$ cat config.mk
export PLATFORM = sky130hd
export DESIGN_NAME = winograd_layer_sequencer
export DESIGN_NICKNAME = d
export VERILOG_FILES = /design/src/rtl/winograd_layer_sequencer.sv
export SDC_FILE = /design/constraint.sdc
export NUM_CORES = 1
export LEC_CHECK = 0
export CORE_MARGIN = 10
export CORE_UTILIZATION = 45
export CTS_CLUSTER_SIZE = 16
export DETAILED_ROUTE_END_ITERATION = 12
export GPL_TIMING_DRIVEN = 0
export HOLD_SLACK_MARGIN = 0.06
export PLACE_DENSITY = 0.65
export SYNTH_ARGS = -nofsm -noshare
export SYNTH_HDL_FRONTEND = slang
export SYNTH_SLANG_ARGS = --single-unit
$ cat constraint.sdc
create_clock -name clk -period 2.7 [get_ports clk]
set_clock_uncertainty 0.1 [all_clocks]
set_input_delay 0.405 -clock clk [delete_from_list [all_inputs] [get_ports clk]]
set_output_delay 0.405 -clock clk [all_outputs]
set_load 0.05 [all_outputs]
$ cat src/rtl/winograd_layer_sequencer.sv
// Per-layer channel sequencer for the Winograd input-transform data controller.
// Optional DRAIN watchdog is compiled in when SEQ_WATCHDOG_EN is defined.
module winograd_layer_sequencer #(
  parameter int ID_W  = 4,
  parameter int DIM_W = 8
) (
  input  logic             clk,
  input  logic             reset,
  input  logic             start_i,
  input  logic [ID_W:0]    num_channels_i,
  input  logic [DIM_W-1:0] block_width_i,
  input  logic [DIM_W-1:0] block_height_i,
  input  logic             size_type_i,
  output logic             busy_o,
  output logic             layer_done_o,
  output logic             error_o,
  output logic [ID_W-1:0]  input_id_o,
  output logic             input_prepare_o,
  output logic [DIM_W-1:0] block_width_o,
  output logic [DIM_W-1:0] block_height_o,
  output logic             size_type_o,
  input  logic             loop_finished_i,
  input  logic             data_valid_i,
  input  logic             pe_ready_i,
  output logic [7:0]       beat_cnt_o
);

  typedef enum logic [2:0] {
    S_IDLE, S_PREP, S_STREAM, S_DRAIN, S_NEXT, S_DONE
  } state_t;

  localparam logic [ID_W:0] MAX_CH = {1'b1, {ID_W{1'b0}}};
  localparam logic [ID_W:0] ONE_CH = {{ID_W{1'b0}}, 1'b1};

  state_t           state_q;
  logic             busy_q, layer_done_q, error_q, prepare_q, size_type_q;
  logic [ID_W-1:0]  input_id_q;
  logic [ID_W:0]    num_ch_q;
  logic [DIM_W-1:0] block_width_q, block_height_q;
  logic [7:0]       beat_cnt_q, expected_q;
`ifdef SEQ_WATCHDOG_EN
  logic [7:0]       wdog_q;
`endif

  logic [15:0] area_d;
  logic        cfg_err_d;
  logic [7:0]  exp_beats_d;
  logic        beats_full_d;
  logic        last_ch_d;

  // Tiles travel in pairs; an odd last tile is carried alone, hence ceil(area/2).
  assign area_d       = 16'(block_width_i) * 16'(block_height_i);
  assign cfg_err_d    = (num_channels_i == '0) || (num_channels_i > MAX_CH) ||
                        (area_d == 16'd0) || (area_d > 16'd255);
  assign exp_beats_d  = {1'b0, area_d[7:1]} + {7'd0, area_d[0]};
  assign beats_full_d = (beat_cnt_q == expected_q);
  assign last_ch_d    = ({1'b0, input_id_q} == (num_ch_q - ONE_CH));

  always_ff @(posedge clk or posedge reset) begin
    if (reset) begin
      state_q        <= S_IDLE;
      busy_q         <= 1'b0;
      layer_done_q   <= 1'b0;
      error_q        <= 1'b0;
      prepare_q      <= 1'b0;
      size_type_q    <= 1'b0;
      input_id_q     <= '0;
      num_ch_q       <= '0;
      block_width_q  <= '0;
      block_height_q <= '0;
      beat_cnt_q     <= '0;
      expected_q     <= '0;
`ifdef SEQ_WATCHDOG_EN
      wdog_q         <= '0;
`endif
    end else begin
      prepare_q    <= 1'b0;
      layer_done_q <= 1'b0;

      // Beats belong to STREAM/DRAIN; elsewhere (except NEXT) they are a protocol error.
      if (data_valid_i) begin
        if (state_q == S_STREAM || state_q == S_DRAIN) begin
          if (beats_full_d) error_q <= 1'b1;
          else              beat_cnt_q <= beat_cnt_q + 8'd1;
        end else if (state_q != S_NEXT) begin
          error_q <= 1'b1;
        end
      end

      case (state_q)
        S_IDLE: begin
          if (start_i) begin
            if (cfg_err_d) begin
              error_q <= 1'b1;
            end else begin
              num_ch_q       <= num_channels_i;
              block_width_q  <= block_width_i;
              block_height_q <= block_height_i;
              size_type_q    <= size_type_i;
              expected_q     <= exp_beats_d;
              error_q        <= 1'b0;
              input_id_q     <= '0;
              beat_cnt_q     <= '0;
              busy_q         <= 1'b1;
              prepare_q      <= 1'b1;
              state_q        <= S_PREP;
            end
          end
        end
        S_PREP: state_q <= S_STREAM;
        S_STREAM: begin
          if (loop_finished_i) begin
            state_q <= S_DRAIN;
`ifdef SEQ_WATCHDOG_EN
            wdog_q  <= '0;
`endif
          end
        end
        S_DRAIN: begin
          if (beats_full_d && pe_ready_i) state_q <= S_NEXT;
`ifdef SEQ_WATCHDOG_EN
          if (data_valid_i) begin
            wdog_q <= '0;
          end else if (wdog_q == 8'd255) begin
            if (!beats_full_d) begin
              error_q <= 1'b1;
              busy_q  <= 1'b0;
              state_q <= S_IDLE;
            end
          end else begin
            wdog_q <= wdog_q + 8'd1;
          end
`endif
        end
        S_NEXT: begin
          if (last_ch_d) begin
            layer_done_q <= 1'b1;
            state_q      <= S_DONE;
          end else begin
            input_id_q <= input_id_q + ID_W'(1);
            beat_cnt_q <= '0;
            prepare_q  <= 1'b1;
            state_q    <= S_PREP;
          end
        end
        S_DONE: begin
          busy_q  <= 1'b0;
          state_q <= S_IDLE;
        end
        default: state_q <= S_IDLE;
      endcase
    end
  end

  assign busy_o          = busy_q;
  assign layer_done_o    = layer_done_q;
  assign error_o         = error_q;
  assign input_id_o      = input_id_q;
  assign input_prepare_o = prepare_q;
  assign block_width_o   = block_width_q;
  assign block_height_o  = block_height_q;
  assign size_type_o     = size_type_q;
  assign beat_cnt_o      = beat_cnt_q;

endmodule
==> results.rst, run 1 <==
.. list-table::
   :header-rows: 1

   * - Metric
     - Value
   * - Chip Height
     - about 120 um
   * - Boundary pin count
     - 61
   * - Final hold violation count
     - 0
   * - Arithmetic-cell share of the synthesized area counting full adders, half adders and majority gates
     - around 27%
   * - CTS tree
     - done
   * - Setup repair after global routing missed its margin
     - true
   * - Commonest cells after routing, fill and taps aside
     - sky130_fd_sc_hd__inv_1 (55), sky130_fd_sc_hd__dfrtp_1 (49), sky130_fd_sc_hd__clkdlybuf4s50_1 (44)
   * - Pin count of the biggest net entering global routing
     - 40
   * - Via count
     - 3472
   * - Kind of capture point of the worst setup path
     - flop
   * - CTS Buffer Depth
     - 2
   * - Worst slew margin relative to its limit
     - between 50% and 60%
   * - Later-pin clock latency in the skew report
     - 320 ps
   * - Floorplan core area
     - 9910 um2
   * - Horiz. Die Dim
     - 121 um
   * - Fill cell count
     - about 800
   * - Crit Path Category
     - in -> reg
   * - CTS Hold Bufs
     - 0
   * - Crit path required time
     - around 2800 ps
   * - Number of failing setup endpoints in the final timing report
     - 46
   * - Synth warnings
     - 0
   * - Number of clock buffers inserted by TritonCTS
     - 5
   * - Vias in the first global route
     - 3896
   * - Placement-stage worst setup slack
     - -3070 ps
   * - Clock Sink Count
     - 49
   * - Cell Pwr Density
     - 921 nW/um2
   * - Maximum ir drop on the vdd rail
     - 404 uV
   * - Clock edge transition at the registers on the reported setup and hold paths
     - 110 ps
   * - Total count of max-transition violations in the final report
     - 0
   * - Leakage power total
     - 2.93 nW
   * - Post-synthesis average cell area
     - 10.2 um2
   * - Ranking of synthesized cells by area
     - sky130_fd_sc_hd__dfrtp_1 (27%), sky130_fd_sc_hd__fa_1 (16%), sky130_fd_sc_hd__ha_1 (11%)
   * - Total routed wirelength
     - 10.8 mm
   * - Status
     - finished with violations
   * - Worst slew pin tran
     - 721 ps
   * - End of the worst register-to-register path
     - block_height_o[0]
   * - Highest clock frequency the design can meet
     - 0.209 GHz
   * - Post-Synth Simple-Gate Area
     - between 10 and 15%
   * - Final HPWL DP
     - 7.95 mm
   * - Total chip power
     - roughly 5.7 mW
   * - Cell chosen for the clock root
     - sky130_fd_sc_hd__clkbuf_8
   * - Average vias per placed instance
     - 5.17
   * - Area growth from synthesis to layout
     - 34.5%
   * - Share of synthesized flip-flops with an asynchronous set or reset
     - 100%
   * - Shortest period the worst path allows
     - roughly 4800 ps
   * - Net count reported at finish
     - approximately 640
   * - Instance count of the mapped netlist
     - 452
   * - Post-synthesis xor/xnor area fraction
     - 7.02%
   * - Synth Register Bits
     - 49
   * - Cell variety after synth
     - 49
   * - Most instantiated flip-flop cell in the synthesis netlist
     - sky130_fd_sc_hd__dfrtp_1
   * - Maximum capacitance violations
     - 0
   * - RD Place Congestion
     - 0.803
   * - Worst min-delay path category
     - in -> async
   * - Worst Setup Slack, final
     - -2090 ps
   * - Initial detailed-routing violation count
     - 111
   * - Startpoint type of the worst setup path
     - input pin
   * - Fraction of layout instances using a drive strength above 1
     - 27.0%
   * - Multiplexer area fraction after synthesis
     - 10.2%
   * - Number of DRC violations after detailed routing
     - 0
   * - First-pass DRT Iterations
     - 4
   * - Cell depth of the worst flop-to-flop path
     - 9
   * - CP Data Arrival Time
     - 4890 ps
   * - Remaining global-route overflow
     - 0
   * - Sequential cell area fraction in the yosys report
     - roughly a quarter
   * - Antenna violations before repair
     - 0
   * - Share of the synthesized area in compound gates (AO/OA/AOI/OAI)
     - 7.67%
   * - Core Util, Final
     - between 60% and 70%
   * - Post-Syn Area
     - around 4600 um2
   * - Final period utilization
     - 177%
   * - Source of the worst register-to-register timing path
     - state_q[2]
   * - Number of levels the H-tree was split into
     - 2
   * - Die area
     - 14700 um2
   * - Starting utilization of the core area
     - 46.6%
   * - Post-route antenna net violation count
     - 0
   * - Detail-routed net length per standard cell
     - 16.1 um
   * - Combined global-route utilization of all metal layers
     - 14.8%
   * - Antenna Diode Count
     - 0
   * - Number of synthesized flops with an enable pin
     - 0
   * - Number of placement rows
     - 36
   * - Setup slack of the worst register-to-register path
     - -210 ps
   * - Synthesized Nets
     - 558
   * - Crit-path max FO
     - 9
   * - Library cell occupying the most area in the post-synthesis netlist
     - sky130_fd_sc_hd__dfrtp_1
   * - Wire length of the first global-routing pass
     - 18.1 mm
   * - Input/output buffers
     - 50
   * - Leading cell type in the layout, fill and taps excluded
     - sky130_fd_sc_hd__inv_1
   * - Yosys top cell area share
     - between 20% and 30%
   * - Failing checks
     - negative setup slack
   * - Largest family of logic cells by synthesized area
     - adder cells
==> worst max-delay path, stage by stage <==
cell	delay (ps)
sky130_fd_sc_hd__buf_4	150
sky130_fd_sc_hd__and2_1	160
sky130_fd_sc_hd__ha_2	190
sky130_fd_sc_hd__fa_1	470
sky130_fd_sc_hd__ha_1	290
sky130_fd_sc_hd__inv_1	50
sky130_fd_sc_hd__fa_1	530
sky130_fd_sc_hd__inv_1	70
sky130_fd_sc_hd__fa_2	430
sky130_fd_sc_hd__a211oi_4	290
sky130_fd_sc_hd__buf_4	160
sky130_fd_sc_hd__nor2_1	60
sky130_fd_sc_hd__xor2_2	230
sky130_fd_sc_hd__o311ai_4	130
sky130_fd_sc_hd__nor4_4	320
sky130_fd_sc_hd__and4_1	260
sky130_fd_sc_hd__buf_6	150
sky130_fd_sc_hd__buf_12	120
sky130_fd_sc_hd__clkbuf_16	150
sky130_fd_sc_hd__mux2_4	290
==> Yosys cell counts, types with 7 or more instances <==
master	number
sky130_fd_sc_hd__inv_1	62
sky130_fd_sc_hd__nor3_1	7
sky130_fd_sc_hd__nand2_1	53
sky130_fd_sc_hd__nor2_1	12
sky130_fd_sc_hd__xnor2_1	16
sky130_fd_sc_hd__xor2_1	21
sky130_fd_sc_hd__dfrtp_1	49
sky130_fd_sc_hd__ha_1	42
sky130_fd_sc_hd__a21oi_1	9
sky130_fd_sc_hd__fa_1	36
sky130_fd_sc_hd__and2_1	34
sky130_fd_sc_hd__clkbuf_1	11
sky130_fd_sc_hd__mux2_4	27
==> timing repair <==
| action | 4_1_cts | 5_1_grt |
|---|---|---|
| setup endpoints to repair | 46 | 46 |
| resized for setup | 68 | 26 |
| gates cloned | 2 | 2 |
| setup buffers | 20 | 8 |
| pin swaps | 11 | 30 |
==> flip-flops by register name, indices dropped and copies added, names as in the netlist <==
register / cells
beat_cnt_o: 8
block_height_o: 8
block_width_o: 8
busy_o: 1
error_o: 1
expected_q: 8
input_id_o: 4
input_prepare_o: 1
layer_done_o: 1
num_ch_q: 5
size_type_o: 1
state_q: 3
==> where the power goes <==
group / switching (mW) / internal [mW] / leakage [nW]
Combinational: 2.08 / 1.77 / 2.22
Sequential: 0.233 / 0.976 / 0.640
Clock: 0.289 / 0.374 / 0.0687
==> layer usage <==
layer | wire length, um | part of all wire [%] | up-vias | GRT usage, %
met5 | 0 | 0 | - | 0
met4 | 137 | 1.3 | 0 | 4.10
met3 | 260 | 2.4 | 12 | 1.81
met2 | 5500 | 51 | 53 | 26.2
met1 | 4880 | 45 | 1757 | 18.6
li1 | - | - | 1650 | -
==> cells by family after synthesis <==
logic type,after synthesis
buf+inv,78
simple gates,132
fa+ha+maj,78
xor+xnor,37
flops,49
mux,33
compound gates,45
==> final cells by class <==
cell class	instances	area [um2]	share of cell area (%)
Clock buffer	5	68.8	1.11
Sequential cell	49	1230	19.7
Tap cell	133	166	2.68
Clock inverter	3	68.8	1.11
Inverter	62	233	3.75
Multi-Input combinational cell	325	3360	54.0
Timing Repair Buffer	78	788	12.7
Buffer	16	304	4.89
==> metrics by stage <==
step | instance area (um2) | setup TNS (ps) | std cells | hold slack (ps)
finish | 6210 | -89810 | 671 | 230
global route | 6210 | -96420 | 671 | 229
CTS | 6050 | -89580 | 663 | 225
detailed placement | 5550 | -137130 | 636 | 395
global placement | 5530 | -136740 | 635 | 395
floorplan | 4860 | -87760 | 452 | 401
==> worst max-delay path by stage <==
| stage | from | end | slack [ps] |
|---|---|---|---|
| 2_1_floorplan | block_height_i[2] | block_height_o[5] | -2010 |
| 4_1_cts | block_width_i[5] | block_width_o[1] | -2060 |
| 6_report | block_width_i[1] | block_height_o[0] | -2090 |
| 5_1_grt | block_width_i[2] | block_height_o[0] | -2210 |
| 3_3_place_gp | block_width_i[6] | block_height_o[6] | -3060 |
| 3_5_place_dp | block_width_i[6] | block_width_o[1] | -3070 |
Power figures use the tool's default switching activity.
==> run 2, diff against run 1 <==
--- a/config.mk
+++ b/config.mk
@@ -5,13 +5,14 @@
 export SDC_FILE = /design/constraint.sdc
 export NUM_CORES = 1
 export LEC_CHECK = 0
+export ABC_AREA = 1
 export CORE_MARGIN = 10
 export CORE_UTILIZATION = 45
 export CTS_CLUSTER_SIZE = 16
 export DETAILED_ROUTE_END_ITERATION = 12
 export GPL_TIMING_DRIVEN = 0
 export HOLD_SLACK_MARGIN = 0.06
-export PLACE_DENSITY = 0.65
+export PLACE_DENSITY = 0.76
 export SYNTH_ARGS = -nofsm -noshare
 export SYNTH_HDL_FRONTEND = slang
 export SYNTH_SLANG_ARGS = --single-unit
==> constraint.sdc (replaced) <==
create_clock -name clk -period 2.7 [get_ports clk]
set_clock_uncertainty 0.1 [all_clocks]
set_input_delay 0.54 -clock clk [delete_from_list [all_inputs] [get_ports clk]]
set_output_delay 0.54 -clock clk [all_outputs]
set_load 0.05 [all_outputs]
==> results.rst, run 2 <==
.. list-table::
   :header-rows: 1

   * - Metric
     - Value
   * - Status
     - finished with violations
   * - Failing checks
     - negative setup slack
   * - Register area
     - 1230 um2 (unchanged)
   * - Input/output buffers
     - 44 (-12%)
   * - Floorplan core area
     - 10800 um2 (+8.9%)
   * - Vias in the first global route
     - 4578 (+18%)
   * - Horiz. Die Dim
     - 125 um (+2.7%)
   * - Clock edge transition at the registers on the reported setup and hold paths
     - 90 ps (-20 ps)
   * - Synthesized Nets
     - 794 (+42%)
   * - Most frequent cell after synthesis
     - sky130_fd_sc_hd__nand2_1
   * - First-pass DRT Iterations
     - 6 (+2)
   * - Commonest cells after routing, fill and taps aside
     - sky130_fd_sc_hd__nand2_1 (164), sky130_fd_sc_hd__inv_1 (162), sky130_fd_sc_hd__dfrtp_1 (49)
   * - Maximum ir drop on the vdd rail
     - 440 uV (+8.8%)
   * - Crit Path Category
     - in -> reg
   * - Crit-path max FO
     - 8 (-1)
   * - Leakage power total
     - 3.58 nW (+22%)
   * - Final period utilization
     - 163% (-14 points)
   * - Chip Height
     - 125 um (+2.7%)
   * - Detail-routed net length per standard cell
     - 13.2 um (-18%)
   * - Worst slew margin relative to its limit
     - 65.5% (+14 points)
   * - Sequential cell area fraction in the yosys report
     - 24.9% (-1.7 points)
   * - CTS Buffer Depth
     - 2 (unchanged)
   * - Area growth from synthesis to layout
     - 31.5%
   * - Later-pin clock latency in the skew report
     - 320 ps (about the same)
   * - End of the worst register-to-register path
     - input_id_o[0]
   * - Source of the worst register-to-register timing path
     - num_ch_q[0]
   * - Kind of capture point of the worst setup path
     - flop
   * - Cell chosen for the clock root
     - sky130_fd_sc_hd__clkbuf_8
   * - CP Data Arrival Time
     - 4520 ps (-370 ps)
   * - Leading post-synthesis cells by instance count
     - sky130_fd_sc_hd__nand2_1 (192), sky130_fd_sc_hd__inv_1 (169), sky130_fd_sc_hd__dfrtp_1 (49)
   * - Final HPWL DP
     - 9.11 mm (+15%)
   * - Wire length of the first global-routing pass
     - 21.1 mm (+17%)
   * - Crit path required time
     - 2810 ps (about the same)
   * - Remaining global-route overflow
     - 0 (unchanged)
   * - Net count reported at finish
     - 865 (+35%)
   * - Cell Pwr Density
     - 842 nW/um2 (-8.5%)
   * - Worst slew pin tran
     - 516 ps (-205 ps)
   * - CTS tree
     - done
   * - Most instantiated flip-flop cell in the synthesis netlist
     - sky130_fd_sc_hd__dfrtp_1
   * - Cell variety after synth
     - 32 (-35%)
   * - Final Hold Slack
     - 385 ps (+155 ps)
   * - Final hold violation count
     - 0 (unchanged)
   * - Startpoint type of the worst setup path
     - input pin
   * - Library cell occupying the most area in the post-synthesis netlist
     - sky130_fd_sc_hd__dfrtp_1
   * - Antenna violations before repair
     - 0 (unchanged)
   * - Number of placement rows
     - 38 (+5.6%)
   * - Number of DRC violations after detailed routing
     - 0 (unchanged)
   * - Number of synthesized flops with an enable pin
     - 0 (unchanged)
   * - Die area
     - 15500 um2 (+5.5%)
   * - Worst Setup Slack, final
     - -1710 ps (+376 ps)
   * - Post-route antenna net violation count
     - 0 (unchanged)
   * - Ranking of synthesized cells by area
     - sky130_fd_sc_hd__dfrtp_1 (25%), sky130_fd_sc_hd__fa_1 (15%), sky130_fd_sc_hd__nand2_1 (15%)
   * - Worst min-delay path category
     - in -> async
   * - Instance count of the mapped netlist
     - 688 (+52%)
   * - Post-Syn Area
     - 4930 um2 (+6.6%)
   * - Total routed wirelength
     - 11.9 mm (+10%)
   * - Total count of max-transition violations in the final report
     - 0 (unchanged)
   * - Highest clock frequency the design can meet
     - 0.227 GHz (+8.5%)
   * - Fraction of layout instances using a drive strength above 1
     - 16.8% (-10 points)
   * - Yosys top cell area share
     - 24.9% (-1.7 points)
   * - Leading cell type in the layout, fill and taps excluded
     - sky130_fd_sc_hd__nand2_1
   * - Synth Register Bits
     - 49 (unchanged)
   * - Starting utilization of the core area
     - 45.6% (-0.98 points)
   * - Antenna Diode Count
     - 0 (unchanged)
   * - Fill cell count
     - 938 (+16%)
   * - Number of levels the H-tree was split into
     - 2 (unchanged)
   * - Setup repair after global routing missed its margin
     - true
   * - Post-synthesis average cell area
     - 7.16 um2 (-30%)
   * - Via count
     - 4407 (+27%)
   * - Cell depth of the worst flop-to-flop path
     - 11 (+2)
   * - Shortest period the worst path allows
     - 4410 ps (-376 ps)
   * - Share of synthesized flip-flops with an asynchronous set or reset
     - 100% (unchanged)
   * - Pin count of the biggest net entering global routing
     - 40 (unchanged)
   * - Clock Sink Count
     - 49 (unchanged)
   * - Number of clock buffers inserted by TritonCTS
     - 5 (unchanged)
   * - RD Place Congestion
     - 0.839 (+4.5%)
   * - Total chip power
     - 5.46 mW (-4.6%)
   * - Area of the multi-input gates
     - 3250 um2 (-3.2%)
   * - Initial detailed-routing violation count
     - 250 (+130%)
   * - Synth warnings
     - 0 (unchanged)
   * - Boundary pin count
     - 61 (unchanged)
   * - Maximum capacitance violations
     - 0 (unchanged)
   * - Setup slack of the worst register-to-register path
     - 570 ps (+780 ps)
   * - Average vias per placed instance
     - 4.90 (-5.4%)
   * - Number of failing setup endpoints in the final timing report
     - 48 (+4.3%)
   * - Combined global-route utilization of all metal layers
     - 15.6% (+0.77 points)
   * - Placement-stage worst setup slack
     - -2060 ps (+1010 ps)
## run 2: cell types whose count changed in the layout (fill, tap and decap cells not counted), sizes merged, moves of 5 or more
cell and delta:
and2 -33, buf -12, clkbuf +7, inv +109, mux2 -31, nand2 +140, nand3 +28, nand4 +5
nor2 +34, o21ai +25, xnor2 -12
## run 2: cell type report
| cell class | count | share of cell area, % |
|---|---|---|
| multi-input combinational | 443 | 50.1 |
| sequential | 49 | 18.9 |
| timing repair buffer | 64 | 10.1 |
| inverter | 172 | 9.96 |
| buffer | 24 | 6.74 |
| tap | 140 | 2.70 |
| clock buffer | 5 | 1.06 |
| clock inverter | 3 | 0.348 |
## run 2: stage by stage
step | cells | cell area (um2) | setup TNS [ps] | utilization [%]
finish | 900 | 6480 | -78720 | 60.0
global route | 900 | 6480 | -86230 | 60.0
CTS | 898 | 6380 | -73710 | 59.1
detailed placement | 873 | 5910 | -95420 | 54.7
global placement | 872 | 5890 | -96200 | 54.5
floorplan | 688 | 5270 | -78340 | -
## run 2: worst max-delay path by stage
stage | to | cells past startpoint | start
finish | expected_q[2] | 22 | block_height_i[2]
global route | expected_q[2] | 22 | block_height_i[2]
CTS | expected_q[2] | 22 | block_height_i[2]
detailed placement | num_ch_q[1] | 22 | block_width_i[3]
global placement | expected_q[6] | 22 | block_height_i[7]
floorplan | expected_q[2] | 22 | block_width_i[7]
## run 2: cells by family (layout without fill, tap and decap cells)
kind of cell	after synthesis	count (layout)	synth area share [%]
adder cells (fa/ha/maj)	78	78	25.3
AND/OR/NAND/NOR	290	290	24.1
buffers and inverters	196	268	15.7
flip-flops	49	49	24.9
AO/OA/AOI/OAI	49	49	5.36
XOR/XNOR	26	26	4.62
## run 2: repair_timing
item,CTS,global route
resized for setup,52,24
endpoints found under the hold margin,0,0
pin swaps,10,10
setup buffers,14,1
setup endpoints to repair,48,48
cloned,3,1
hold buffers,0,0
## run 2: layer usage
metal	up-vias	global-route usage, %	share of wire, %	wire length, um
li1	2178	-	-	-
met1	2115	19.0	43	5160
met2	94	28.2	51	6070
met3	20	2.00	3.5	417
met4	0	3.98	1.8	212
met5	-	0	0	0
## run 2: where the power goes
part / leakage, nW / switching [mW] / internal [mW] / total (mW)
Sequential: 0.646 / 0.205 / 0.960 / 1.17
Combinational: 2.88 / 2.29 / 1.55 / 3.84
Clock: 0.0481 / 0.265 / 0.184 / 0.449
Total: 3.58 / 2.76 / 2.69 / 5.46
## run 2: critical path: stages
cell	delay [ps]
sky130_fd_sc_hd__clkbuf_16	130
sky130_fd_sc_hd__nand2_4	50
sky130_fd_sc_hd__fa_1	500
sky130_fd_sc_hd__fa_1	560
sky130_fd_sc_hd__fa_1	430
sky130_fd_sc_hd__fa_1	510
sky130_fd_sc_hd__inv_2	40
sky130_fd_sc_hd__ha_4	240
sky130_fd_sc_hd__nand2_2	70
sky130_fd_sc_hd__nand2_2	60
sky130_fd_sc_hd__a21oi_2	170
sky130_fd_sc_hd__nand2_2	80
sky130_fd_sc_hd__nand2_1	60
sky130_fd_sc_hd__nand2_1	40
sky130_fd_sc_hd__nor2_1	100
sky130_fd_sc_hd__nand2_1	90
sky130_fd_sc_hd__nor2_4	170
sky130_fd_sc_hd__nand4_4	160
sky130_fd_sc_hd__buf_12	200
sky130_fd_sc_hd__clkbuf_16	150
sky130_fd_sc_hd__o21ai_2	100
sky130_fd_sc_hd__inv_1	40
